## config.mk

```make
export PLATFORM = sky130hd
export DESIGN_NAME = rr_wormhole_arbiter
export DESIGN_NICKNAME = d
export VERILOG_FILES = /design/src/rtl/router_pkg.sv /design/src/rtl/rr_output_arbiter.sv /design/src/rtl/rr_wormhole_arbiter.sv
export SDC_FILE = /design/constraint.sdc
export NUM_CORES = 1
export LEC_CHECK = 0
export BUFFER_PORTS_ARGS = -buffer_cell sky130_fd_sc_hd__buf_2
export CELL_PAD_IN_SITES_DETAIL_PLACEMENT = 1
export CELL_PAD_IN_SITES_GLOBAL_PLACEMENT = 2
export CORE_ASPECT_RATIO = 1.2
export CORE_MARGIN = 3
export CORE_UTILIZATION = 30
export CTS_CLUSTER_DIAMETER = 50
export DETAILED_ROUTE_END_ITERATION = 6
export PLACE_DENSITY_LB_ADDON = 0.1
export RECOVER_POWER = 100
export SYNTH_ARGS = -nofsm -noshare
export SYNTH_HDL_FRONTEND = slang
export SYNTH_SLANG_ARGS = --single-unit
```

## constraint.sdc

```tcl
create_clock -name clk -period 2.35 [get_ports clk]
set_clock_uncertainty 0.1 [all_clocks]
set_input_delay 0 -clock clk [delete_from_list [all_inputs] [get_ports clk]]
set_output_delay 0 -clock clk [all_outputs]
set_load 0.02 [all_outputs]
```

## src/rtl/router_pkg.sv

```systemverilog
// Shared router definitions: port indices, default sizes and arbiter FSM encoding.
package router_pkg;

  localparam int DEF_NUM_IN  = 3;
  localparam int DEF_NUM_OUT = 3;

  // Input port indices
  localparam int PE    = 0;
  localparam int NORTH = 1;
  localparam int EAST  = 2;

  // Output port indices
  localparam int SOUTH  = 0;
  localparam int WEST   = 1;
  localparam int PE_OUT = 2;

  typedef enum logic {
    ST_IDLE   = 1'b0,
    ST_LOCKED = 1'b1
  } arb_state_e;

endpackage

```

## src/rtl/rr_output_arbiter.sv

```systemverilog
// One output port: round-robin pick among legal requesters, then hold the grant
// for the owner until its tail flit has been transferred.
module rr_output_arbiter
  import router_pkg::*;
#(
  parameter int NUM_IN  = DEF_NUM_IN,
  parameter int NUM_OUT = DEF_NUM_OUT,
  parameter int OUT_IDX = 0
) (
  input  logic                      clk,
  input  logic                      reset,
  input  logic [NUM_IN-1:0]         i_req_valid,
  input  logic [NUM_IN*NUM_OUT-1:0] i_req_dest,
  input  logic [NUM_IN-1:0]         i_req_tail,
  input  logic                      i_out_ready,
  output logic [NUM_IN-1:0]         o_grant,
  output logic                      o_valid,
  output logic                      o_locked,
  output logic                      o_err
);

  localparam int                   PTR_W    = $clog2(NUM_IN);
  localparam logic [NUM_OUT-1:0]   SEL      = NUM_OUT'(1) << OUT_IDX;
  localparam logic [PTR_W:0]       NUM_IN_W = (PTR_W + 1)'(NUM_IN);
  localparam logic [PTR_W-1:0]     LAST     = PTR_W'(NUM_IN - 1);

  arb_state_e        r_state, w_state_nxt;
  logic [PTR_W-1:0]  r_ptr, w_ptr_nxt;
  logic [PTR_W-1:0]  r_owner, w_owner_nxt;
  logic [PTR_W-1:0]  w_winner;
  logic [PTR_W:0]    w_scan;
  logic              w_found;
  logic              w_xfer;
  logic              r_err;
  logic [NUM_IN-1:0] w_cand, w_bad, w_grant;

  function automatic logic [PTR_W-1:0] next_ptr(input logic [PTR_W-1:0] p);
    return (p == LAST) ? '0 : p + PTR_W'(1);
  endfunction

  // Matching SEL exactly implies the dest is one-hot, so illegal requests never compete.
  for (genvar i = 0; i < NUM_IN; i++) begin : g_req
    logic [NUM_OUT-1:0] w_dest;
    assign w_dest    = i_req_dest[i*NUM_OUT +: NUM_OUT];
    assign w_cand[i] = i_req_valid[i] && (w_dest == SEL);
    assign w_bad[i]  = i_req_valid[i] && !$onehot(w_dest);
  end

  always_comb begin
    w_found  = 1'b0;
    w_winner = '0;
    w_scan   = '0;
    for (int k = 0; k < NUM_IN; k++) begin
      w_scan = {1'b0, r_ptr} + (PTR_W + 1)'(k);
      if (w_scan >= NUM_IN_W) w_scan = w_scan - NUM_IN_W;
      if (!w_found && w_cand[w_scan[PTR_W-1:0]]) begin
        w_found  = 1'b1;
        w_winner = w_scan[PTR_W-1:0];
      end
    end
  end

  // NOTE: every variable gets a default before the case so no path leaves one unassigned (no latch).
  always_comb begin
    w_state_nxt = r_state;
    w_ptr_nxt   = r_ptr;
    w_owner_nxt = r_owner;
    w_grant     = '0;
    w_xfer      = 1'b0;
    case (r_state)
      ST_IDLE: begin
        if (w_found) begin
          w_grant[w_winner] = 1'b1;
          w_xfer            = i_out_ready;
          if (w_xfer) begin
            if (i_req_tail[w_winner]) begin
              w_ptr_nxt = next_ptr(w_winner);
            end else begin
              w_state_nxt = ST_LOCKED;
              w_owner_nxt = w_winner;
            end
          end
        end
      end
      ST_LOCKED: begin
        w_grant[r_owner] = 1'b1;
        w_xfer           = w_cand[r_owner] && i_out_ready;
        if (w_xfer && i_req_tail[r_owner]) begin
          w_state_nxt = ST_IDLE;
          w_ptr_nxt   = next_ptr(r_owner);
        end
      end
      default: w_state_nxt = ST_IDLE;
    endcase
  end

  // NOTE: state registers use non-blocking assignments so all flops update from pre-edge values.
  always_ff @(posedge clk or negedge reset) begin
    if (!reset) begin
      r_state <= ST_IDLE;
      r_ptr   <= '0;
      r_owner <= '0;
      r_err   <= 1'b0;
    end else begin
      r_state <= w_state_nxt;
      r_ptr   <= w_ptr_nxt;
      r_owner <= w_owner_nxt;
      r_err   <= r_err | (|w_bad);
    end
  end

  // Outputs are forced quiet while reset is held, whatever the requests look like.
  assign o_grant  = reset ? w_grant : '0;
  assign o_valid  = reset & w_xfer;
  assign o_locked = reset & (r_state == ST_LOCKED);
  assign o_err    = r_err;

endmodule

```

## src/rtl/rr_wormhole_arbiter.sv

```systemverilog
// Router output arbitration: one wormhole round-robin arbiter per output port,
// with the per-output grants folded back into per-input acknowledges.
module rr_wormhole_arbiter
  import router_pkg::*;
#(
  parameter int NUM_IN  = DEF_NUM_IN,
  parameter int NUM_OUT = DEF_NUM_OUT
) (
  input  logic                      clk,
  input  logic                      reset,
  input  logic [NUM_IN-1:0]         req_valid,
  input  logic [NUM_IN*NUM_OUT-1:0] req_dest,
  input  logic [NUM_IN-1:0]         req_tail,
  input  logic [NUM_OUT-1:0]        out_ready,
  output logic [NUM_OUT*NUM_IN-1:0] grant,
  output logic [NUM_OUT-1:0]        out_valid,
  output logic [NUM_IN-1:0]         in_ack,
  output logic [NUM_OUT-1:0]        out_locked,
  output logic                      err_dest
);

  logic [NUM_OUT-1:0] w_err;

  for (genvar o = 0; o < NUM_OUT; o++) begin : g_out
    rr_output_arbiter #(
      .NUM_IN  (NUM_IN),
      .NUM_OUT (NUM_OUT),
      .OUT_IDX (o)
    ) u_arb (
      .clk         (clk),
      .reset       (reset),
      .i_req_valid (req_valid),
      .i_req_dest  (req_dest),
      .i_req_tail  (req_tail),
      .i_out_ready (out_ready[o]),
      .o_grant     (grant[o*NUM_IN +: NUM_IN]),
      .o_valid     (out_valid[o]),
      .o_locked    (out_locked[o]),
      .o_err       (w_err[o])
    );
  end

  // A one-hot dest means at most one output can ack a given input per cycle.
  always_comb begin
    in_ack = '0;
    for (int o = 0; o < NUM_OUT; o++) begin
      for (int i = 0; i < NUM_IN; i++) begin
        in_ack[i] = in_ack[i] | (out_valid[o] & grant[o*NUM_IN + i]);
      end
    end
  end

  assign err_dest = |w_err;

endmodule

```

==> flow_metrics.tcl, run 1 <==
set metrics [dict create \
    grt.busiest_layer "met2" \
    maxCapViolations 0 \
    clockBufferDepth 2 \
    area_growth_pct 53.3 \
    synth_top_area_frac 0.208 \
    grt_max_degree 26 \
    worstMarginPinSlew_ns 0.723 \
    vias 2384 \
    cts_made_buffers 3 \
    cp_slowest_cell "a2111o_1" \
    core_area_mm2 0.00694 \
    antenna_cells 0 \
    grt_pass1_wl_um 12500 \
    dieArea_mm2 0.00827 \
    cts_htree_levels 1 \
    synth-edff-count 0 \
    endpoint_kind "output pin" \
    start_util 0.312 \
    die_w_um 83.5 \
    worst_slack_ns -0.172 \
    ys_top_cells_by_area "dfrtp_1 21%, mux2_1 5.2%, nand4bb_1 4.7%" \
    power.density_mw_per_mm2 855 \
    drc_errors 0 \
    track_usage 0.184 \
    hold_path_class "in2reg" \
    critPathRequiredTime_ns 2.25 \
    grtUsageMet3 0.0134 \
    synth_area_per_cell_um2 8.26 \
    start_kind "flip-flop" \
    ys_async_sr_fraction 1.00 \
    max_freq_mhz 396 \
    clkSlewWorstSetupHoldPaths_ns 0.08 \
    ys_seq_area_frac 0.208 \
    fin_crit_ns 2.52 \
    place_area_mm2 0.00277 \
    vdd_drop_max_mv 0.622 \
    hold_viol_final 0 \
    first_pass_iters 4 \
    crit_type "reg2out" \
    wl_per_cell_um 17.4 \
    fin_util 0.478 \
    met1_usage 0.216 \
    arrival_ns 2.42 \
    syn_nets 292 \
    routed_wl_um 7670 \
    synth_cell_types 55 \
    setup_viol 16 \
    synth_ff_type "dfrtp_1" \
    nNetsFinal 386 \
    synth_commonest_cells "25 x nand2_1, 18 x dfrtp_1, 15 x inv_1, 14 x a21oi_1, 14 x nor2_1" \
    drive_gt1_frac 0.477 \
    antenna_found_initial 0 \
    leakage_uw 0.00148 \
    grt-ovfl-total 0 \
    grt_pass1_vias 2559 \
    cpPeakStageDelay_ns 0.44 \
    rsz0062_at_grt "true" \
    synth_cells 262 \
    yosysTopAreaCell "dfrtp_1" \
    timing.final.crit_share 1.07 \
    rows 33 \
    cts-root-buf "clkbuf_8" \
    dp_worst_setup_slack_ns -0.277 \
    clock-sinks 18 \
    setup_tns_ns -1.73 \
    totalPowerFinal_uw 2840 \
    dp.final_hpwl_um 5990 \
    ant_nets 0 \
    path_cells "buf_4 -> ha_4 -> nand2_1 -> nand2_1 -> a2111o_1 -> buf_4 -> o21ai_1 -> inv_1 -> nor3b_2 -> a221o_1 -> buf_6" \
    finalInstanceArea_mm2 0.00332 \
    use_met2 0.351 \
    synth.most_common_cell "nand2_1" \
    io_buffers 38 \
    violations "setup timing" \
    yosysWarnings 0 \
    slew-limit-headroom 0.518 \
    gp_congestion 0.790 \
    clock_latency_ns 0.26 \
    ios 39 \
    slew_viol_final 0 \
    die_h_um 99.1 \
    status "complete, but fails checks" \
    ys_ff_latch 18 \
    first_iter_violations 73 \
    cp_max_fo 6 \
    cts_tree "done" \
    viasPerCell 5.41 \
    syn_area_mm2 0.00216 \
]
==> critical path, delay by kind of cell, from the launching register on <==
kind,cells,cell delay (ns)
adders and majority gates,1,0.18
AOI/OAI and AO/OA,3,0.74
and+or+nand+nor,3,0.30
DFF,1,0.40
buffers and inverters,4,0.53
==> stage by stage <==
stage / hold WS (ns) / cells
after floorplan: -0.396 / 262
after global placement: -0.125 / 420
after detailed placement: -0.114 / 420
after CTS: 0.0225 / 435
after global routing: 0.0683 / 441
final: 0.0513 / 441
==> per-layer routing <==
| metal | up-vias | share of wire |
|---|---|---|
| met5 | - | 0 |
| met4 | 0 | 0.018 |
| met3 | 12 | 0.021 |
| met2 | 37 | 0.53 |
| met1 | 1177 | 0.44 |
| li1 | 1158 | - |
==> worst paths after layout <==
path	start	to	slack (ns)	cells past startpoint
max	g_out[1].u_arb.r_ptr[0]$_DFFE_PN0P_	in_ack[1]	-0.17	11
min	out_ready[0]	g_out[0].u_arb.r_state$_DFF_PN0_	0.05	3
max reg2reg	g_out[2].u_arb.r_ptr[0]$_DFFE_PN0P_	g_out[2].u_arb.r_ptr[0]$_DFFE_PN0P_	-0.17	9
min reg2reg	g_out[0].u_arb.o_err$_DFF_PN0_	g_out[0].u_arb.o_err$_DFF_PN0_	0.37	1
max in group asynchronous	reset	g_out[0].u_arb.r_ptr[0]$_DFFE_PN0P_	1.17	3
min in group asynchronous	reset	g_out[2].u_arb.r_owner[1]$_DFFE_PN0P_	0.15	2
==> state kept, by name (all words and copies together), names as in the netlist <==
| register | cells |
|---|---|
| g_out.u_arb.o_err | 3 |
| g_out.u_arb.r_ptr | 6 |
| g_out.u_arb.r_owner | 6 |
| g_out.u_arb.r_state | 3 |
==> cells by family (layout without fill, tap and decap cells) <==
family / Yosys count / count (layout) / share of synthesized area
buffers and inverters: 30 / 122 / 0.0647
muxes: 19 / 19 / 0.0936
DFF: 18 / 18 / 0.208
and+or+nand+nor: 116 / 116 / 0.316
AOI/OAI and AO/OA: 69 / 69 / 0.249
adders and majority gates: 10 / 10 / 0.0682
==> cell usage in the layout, fill, tap and decap left out, drive strengths merged, types with 4 or more instances in the layout <==
cell / instances
a211oi: 4
a21o: 5
a21oi: 14
and2: 8
and3: 7
buf: 98
clkbuf: 7
dfrtp: 18
ha: 7
inv: 16
mux2: 10
mux2i: 9
nand2: 25
nand2b: 10
nand3: 7
nand4bb: 9
nor2: 14
nor2b: 10
nor3: 8
o211ai: 5
o21ai: 10
==> area by class of cell <==
cell class | count | area, um2
clock buffer | 3 | 41.3
tap | 87 | 109
inverter | 16 | 60.1
fill | 840 | 3620
sequential | 18 | 452
multi-input combinational | 214 | 1890
timing repair buffer | 103 | 762
==> timing repair <==
action                     CTS  global route
buffers inserted            12            10
hold endpoints to repair    10             0
hold buffers                 1             0
pin swaps                   21            14
gates resized for setup     68            26
setup endpoints to repair   25            27
==> where the power goes <==
group / switching, uW / leakage, uW / total (uW) / internal, uW
Clock: 117 / 0.0000216 / 232 / 114
Combinational: 991 / 0.00124 / 2040 / 1050
Sequential: 166 / 0.000216 / 564 / 399
Power figures use the tool's default switching activity.
==> inputs of run 2 (changes only) <==
Settings changed: RECOVER_POWER 100 to 50.
==> run 2 against run 1 <==
Compared with the run above: the run still ends with setup timing left; critical path depth unchanged; clock-buffer cell count unchanged; core utilization up 0.11 points; first-iteration DRC count up 60%; global-route usage unchanged; critical endpoint unchanged; largest cell class unchanged.
==> flow_metrics.tcl, run 2 (same netlist as run 1, synthesis figures left out) <==
set metrics [dict create \
    vdd_drop_max_mv 0.623 \
    grt_pass1_vias 2559 \
    grt_max_degree 26 \
    dp.cells 420 \
    mostFrequentLayoutCell "buf_4" \
    setup_viol 17 \
    grt_pass1_wl_um 12500 \
    hold_path_class "in2reg" \
    cts_htree_levels 1 \
    power.switching_uw 1270 \
    finalInstanceArea_mm2 0.00333 \
    use_met2 0.351 \
    slew-limit-headroom 0.524 \
    place_area_mm2 0.00277 \
    hold_viol_final 0 \
    worst_slack_ns -0.171 \
    status "complete, but fails checks" \
    timing.final.crit_share 1.07 \
    nNetsFinal 386 \
    dp_worst_setup_slack_ns -0.277 \
    reg2reg_slack_ns -0.17 \
    first_pass_iters 4 \
    drive_gt1_frac 0.489 \
    first_iter_violations 117 \
    clockBufferDepth 2 \
    max_freq_mhz 397 \
    grt.busiest_layer "met2" \
    cts-root-buf "clkbuf_8" \
    power_frac_seq 0.199 \
    combPwrFrac 0.720 \
    vias 2371 \
    ant_nets 0 \
    wl_per_cell_um 17.4 \
    endpoint_kind "output pin" \
    die_w_um 83.5 \
    core_area_mm2 0.00694 \
    viasPerCell 5.38 \
    layoutNonFillerInstCount 441 \
    grt-ovfl-total 0 \
    ios 39 \
    critPathRequiredTime_ns 2.25 \
    dieArea_mm2 0.00827 \
    power.density_mw_per_mm2 853 \
    totalPowerFinal_uw 2840 \
    fill_cells 841 \
    cts_tree "done" \
    clock_latency_ns 0.26 \
    multiInputGateArea_mm2 0.00190 \
    final_cell_mix "62 x buf_4, 26 x buf_2, 18 x nand2_1" \
    antenna_cells 0 \
    gp_congestion 0.790 \
    routed_wl_um 7660 \
    cts_made_buffers 3 \
    p_int_uw 1570 \
    cp_max_fo 6 \
    met1_usage 0.216 \
    pwr-share-clk 0.081 \
    arrival_ns 2.42 \
    leakage_uw 0.00148 \
    sw_frac_of_total 0.448 \
    dp.final_hpwl_um 5990 \
    antenna_found_initial 0 \
    die_h_um 99.1 \
    crit_type "reg2out" \
    rows 33 \
    worstMarginPinSlew_ns 0.713 \
    seq_area_um2 452 \
    fin_util 0.479 \
    clock-sinks 18 \
    track_usage 0.184 \
    clkSlewWorstSetupHoldPaths_ns 0.08 \
    rsz0062_at_grt "true" \
    grtUsageMet3 0.0134 \
    io_buffers 38 \
    area_growth_pct 53.6 \
    drc_errors 0 \
    start_util 0.312 \
    start_kind "flip-flop" \
    maxCapViolations 0 \
    violations "setup timing" \
    largestRegisters "g_out.u_arb.r_owner (6), g_out.u_arb.r_ptr (6)" \
    fin_crit_ns 2.52 \
    slew_viol_final 0 \
]
[run 2: cell count changes in the layout (fill, tap and decap cells not counted)]
cell / previous run / this run
and2_1: 4 / 6
clkbuf_4: 1 / 0
buf_4: 61 / 62
o21ba_2: 0 / 1
buf_2: 24 / 26
and2_0: 2 / 0
clkbuf_1: 3 / 1
o21ba_1: 2 / 1
and3_4: 2 / 3
and3_1: 5 / 4
[run 2: what timing repair did]
item | 4_1_cts | 5_1_grt
resized for setup | 68 | 26
pin swaps | 21 | 14
hold endpoints to repair | 10 | 0
hold buffers | 1 | 0
setup buffers | 12 | 10
endpoints found under the setup margin | 25 | 27
cloned | 0 | 0
[run 2: critical path: stages, from the launching register on]
cell,delay (ns)
dfrtp_1,0.40
buf_4,0.15
ha_4,0.18
nand2_1,0.06
nand2_1,0.05
a2111o_1,0.44
buf_4,0.16
o21ai_1,0.14
inv_1,0.10
nor3b_2,0.19
a221o_1,0.16
buf_6,0.12
[run 2: worst paths after layout]
path                       cells past startpoint                                start                                     to
min in group asynchronous                      2                                reset  g_out[2].u_arb.r_owner[1]$_DFFE_PN0P_
min reg2reg                                    1       g_out[0].u_arb.o_err$_DFF_PN0_         g_out[0].u_arb.o_err$_DFF_PN0_
max                                           11  g_out[1].u_arb.r_ptr[0]$_DFFE_PN0P_                              in_ack[1]
max reg2reg                                    9  g_out[2].u_arb.r_ptr[0]$_DFFE_PN0P_    g_out[2].u_arb.r_ptr[0]$_DFFE_PN0P_
max in group asynchronous                      3                                reset    g_out[0].u_arb.r_ptr[0]$_DFFE_PN0P_
min                                            3                         out_ready[0]       g_out[0].u_arb.r_state$_DFF_PN0_
[run 2: layer usage]
layer,part of all wire,routed length [um]
met5,0,0
met2,0.53,4060
met4,0.017,129
met3,0.021,158
met1,0.43,3310
[run 2: per-stage QoR]
stage | hold WS [ns] | setup TNS [ns]
4_1_cts | 0.0225 | -1.47
3_5_place_dp | -0.114 | -2.58
5_1_grt | 0.0705 | -4.21
2_1_floorplan | -0.396 | -0.0913
6_report | 0.0576 | -1.58
3_3_place_gp | -0.125 | -1.80
[run 2: power groups by stage]
| stage | registers [uW] | clock network [uW] | logic, uW |
|---|---|---|---|
| 2_1_floorplan | 470 | 0 | 1040 |
| 3_3_place_gp | 547 | 0 | 1470 |
| 3_5_place_dp | 550 | 0 | 1500 |
| 4_1_cts | 564 | 236 | 1940 |
| 5_1_grt | 586 | 247 | 2220 |
| 6_report | 564 | 230 | 2040 |
[run 2: cell type report]
class,instances,area share
multi-input combinational,214,0.571
sequential,18,0.136
inverter,16,0.0181
timing repair buffer,103,0.230
clock buffer,3,0.0124
tap,87,0.0327
==> inputs of run 3 (changes only) <==
Settings changed: GPL_ROUTABILITY_DRIVEN set to 0, REMOVE_ABC_BUFFERS set to 1.
==> run 3 against run 2 <==
Compared with the run above: the flow still finishes with violations (setup timing); core utilization rose by 3.3 points; combinational power rose by 19%; non-clock buffer count rose by 15; first-iteration DRC count fell by 32%; critical path type is now reg2reg; global-route usage rose by 0.84 points; flip-flop and latch count did not move; power rose by 12%; via count rose by 2.1%; sequential share of layout area fell by 0.84 points.
==> flow_metrics.tcl, run 3 (same netlist as run 1, synthesis figures left out) <==
set metrics [dict create \
    status "complete, but fails checks" \
    violations "setup timing" \
    dp_worst_setup_slack_ns -0.233 \
    arrival_ns 2.61 \
    cts_htree_levels 1 \
    critPathTopFamily "compound AO/OA/AOI/OAI gates" \
    place_area_mm2 0.00278 \
    hold_slack_ns 0.0184 \
    path_buf_inv 1 \
    cp.depth 9 \
    fin_util 0.512 \
    cts_tree "done" \
    reg2reg_slack_ns -0.22 \
    endpoint "g_out[2].u_arb.r_ptr[0]$_DFFE_PN0P_" \
    critPathLaunch "g_out[2].u_arb.r_ptr[0]$_DFFE_PN0P_" \
    ant_nets 0 \
    antenna_cells 0 \
    dr_wl_met3_um 188 \
    fin_crit_ns 2.57 \
    hold_depth 3 \
    track_usage 0.192 \
    io_buffers 38 \
    vias 2420 \
    dp.final_hpwl_um 5880 \
    wl_per_cell_um 17.8 \
    clockBufferDepth 2 \
    r2r-start "g_out[2].u_arb.r_ptr[0]$_DFFE_PN0P_" \
    die_h_um 99.1 \
    r2r_cells 9 \
    grt-ovfl-total 0 \
    mostFrequentLayoutCell "buf_4" \
    wl_met1_um 3720 \
    slew-limit-headroom 0.665 \
    cts-root-buf "clkbuf_8" \
    nNetsFinal 401 \
    finalInstanceArea_mm2 0.00355 \
    maxCapViolations 0 \
    path_cells "inv_2 -> ha_4 -> a21o_1 -> o22a_1 -> o211a_4 -> a221o_1 -> o31ai_1 -> o21ai_1 -> mux2_1" \
    hold_viol_final 0 \
    power.density_mw_per_mm2 899 \
    die_w_um 83.5 \
    endpoint_kind "flip-flop" \
    drive_gt1_frac 0.537 \
    r2r-end "g_out[2].u_arb.r_ptr[0]$_DFFE_PN0P_" \
    routed_wl_um 8100 \
    cp_slowest_cell "dfrtp_2" \
    routed.top_layer "met4" \
    setup_viol 19 \
    antenna_found_initial 0 \
    setup_tns_ns -2.14 \
    first_pass_iters 4 \
    met2WireLength_um 4100 \
    cp_max_fo 5 \
    ios 39 \
    cts_made_buffers 3 \
    clock-sinks 18 \
    drc_errors 0 \
    leakage_uw 0.00157 \
    rows 33 \
    timing.final.crit_share 1.09 \
    max_freq_mhz 390 \
    slew_viol_final 0 \
    vdd_drop_max_mv 0.588 \
    start_util 0.312 \
    critPathRequiredTime_ns 2.39 \
    hold_path_class "in2reg" \
    first_iter_violations 79 \
    grt_max_degree 14 \
    worst_slack_ns -0.215 \
    final_cell_mix "68 x buf_4, 26 x buf_2, 19 x nand2_1" \
    dieArea_mm2 0.00827 \
    clkSlewWorstSetupHoldPaths_ns 0.08 \
    grt_pass1_vias 2504 \
    clock_latency_ns 0.26 \
    cpPeakStageDelay_ns 0.43 \
    core_area_mm2 0.00694 \
    worstMarginPinSlew_ns 0.502 \
    rsz0062_at_grt "true" \
    largestRegisters "g_out.u_arb.r_owner (6), g_out.u_arb.r_ptr (6)" \
    start_kind "flip-flop" \
    grt_pass1_wl_um 13000 \
    crit_type "reg2reg" \
    viasPerCell 5.31 \
    area_growth_pct 64.2 \
    fill_cells 800 \
]
[run 3: worst register-to-register path, delay by kind of cell, from the launching register on]
kind	cells	cell delay [ns]
buffers and inverters	1	0.09
muxes	1	0.33
adders and majority gates	1	0.22
AOI/OAI and AO/OA	6	1.28
DFF	1	0.43
[run 3: metrics by stage]
step | instances | total power, uW
floorplan | 248 | 1390
global placement | 426 | 2030
detailed placement | 426 | 2050
CTS | 445 | 2890
global route | 456 | 3450
finish | 456 | 3190
[run 3: how the worst min path moves through the flow]
| stage | startpoint | to | slack (ns) |
|---|---|---|---|
| 5_1_grt | req_valid[1] | g_out[0].u_arb.o_err$_DFF_PN0_ | 0.03 |
| 6_report | req_valid[0] | g_out[2].u_arb.o_err$_DFF_PN0_ | 0.02 |
| 3_3_place_gp | reset | g_out[2].u_arb.r_ptr[0]$_DFFE_PN0P_ | -0.19 |
| 3_5_place_dp | reset | g_out[2].u_arb.r_ptr[0]$_DFFE_PN0P_ | -0.19 |
| 2_1_floorplan | reset | g_out[0].u_arb.o_err$_DFF_PN0_ | -0.40 |
| 4_1_cts | req_valid[1] | g_out[0].u_arb.o_err$_DFF_PN0_ | 0.01 |
[run 3: layer usage]
metal,vias to the layer above,global-route usage
met2,39,0.338
met4,0,0.0446
met5,-,0
met1,1184,0.251
met3,6,0.0251
li1,1191,-
[run 3: layout make-up]
type / instances / area, um2 / share of cell area
clock buffers: 3 / 41.3 / 0.0116
well taps: 87 / 109 / 0.0306
multi-input cells: 214 / 1990 / 0.560
flip-flops and latches: 18 / 453 / 0.127
repair buffers: 118 / 902 / 0.254
inverters: 16 / 60.1 / 0.0169
[run 3: what timing repair did]
action                                 CTS  global route
hold buffers                             2             0
endpoints found under the hold margin   19             0
resized for setup                       83            45
setup endpoints to repair               28            28
pin swaps                               29            27
buffers inserted                        18            13
[run 3: power breakdown]
group	total [uW]	leakage [uW]	internal [uW]	switching [uW]
sequential	542	0.000215	400	142
combinational	2420	0.00133	1280	1130
clock	234	0.0000216	114	119
total	3190	0.00157	1800	1400
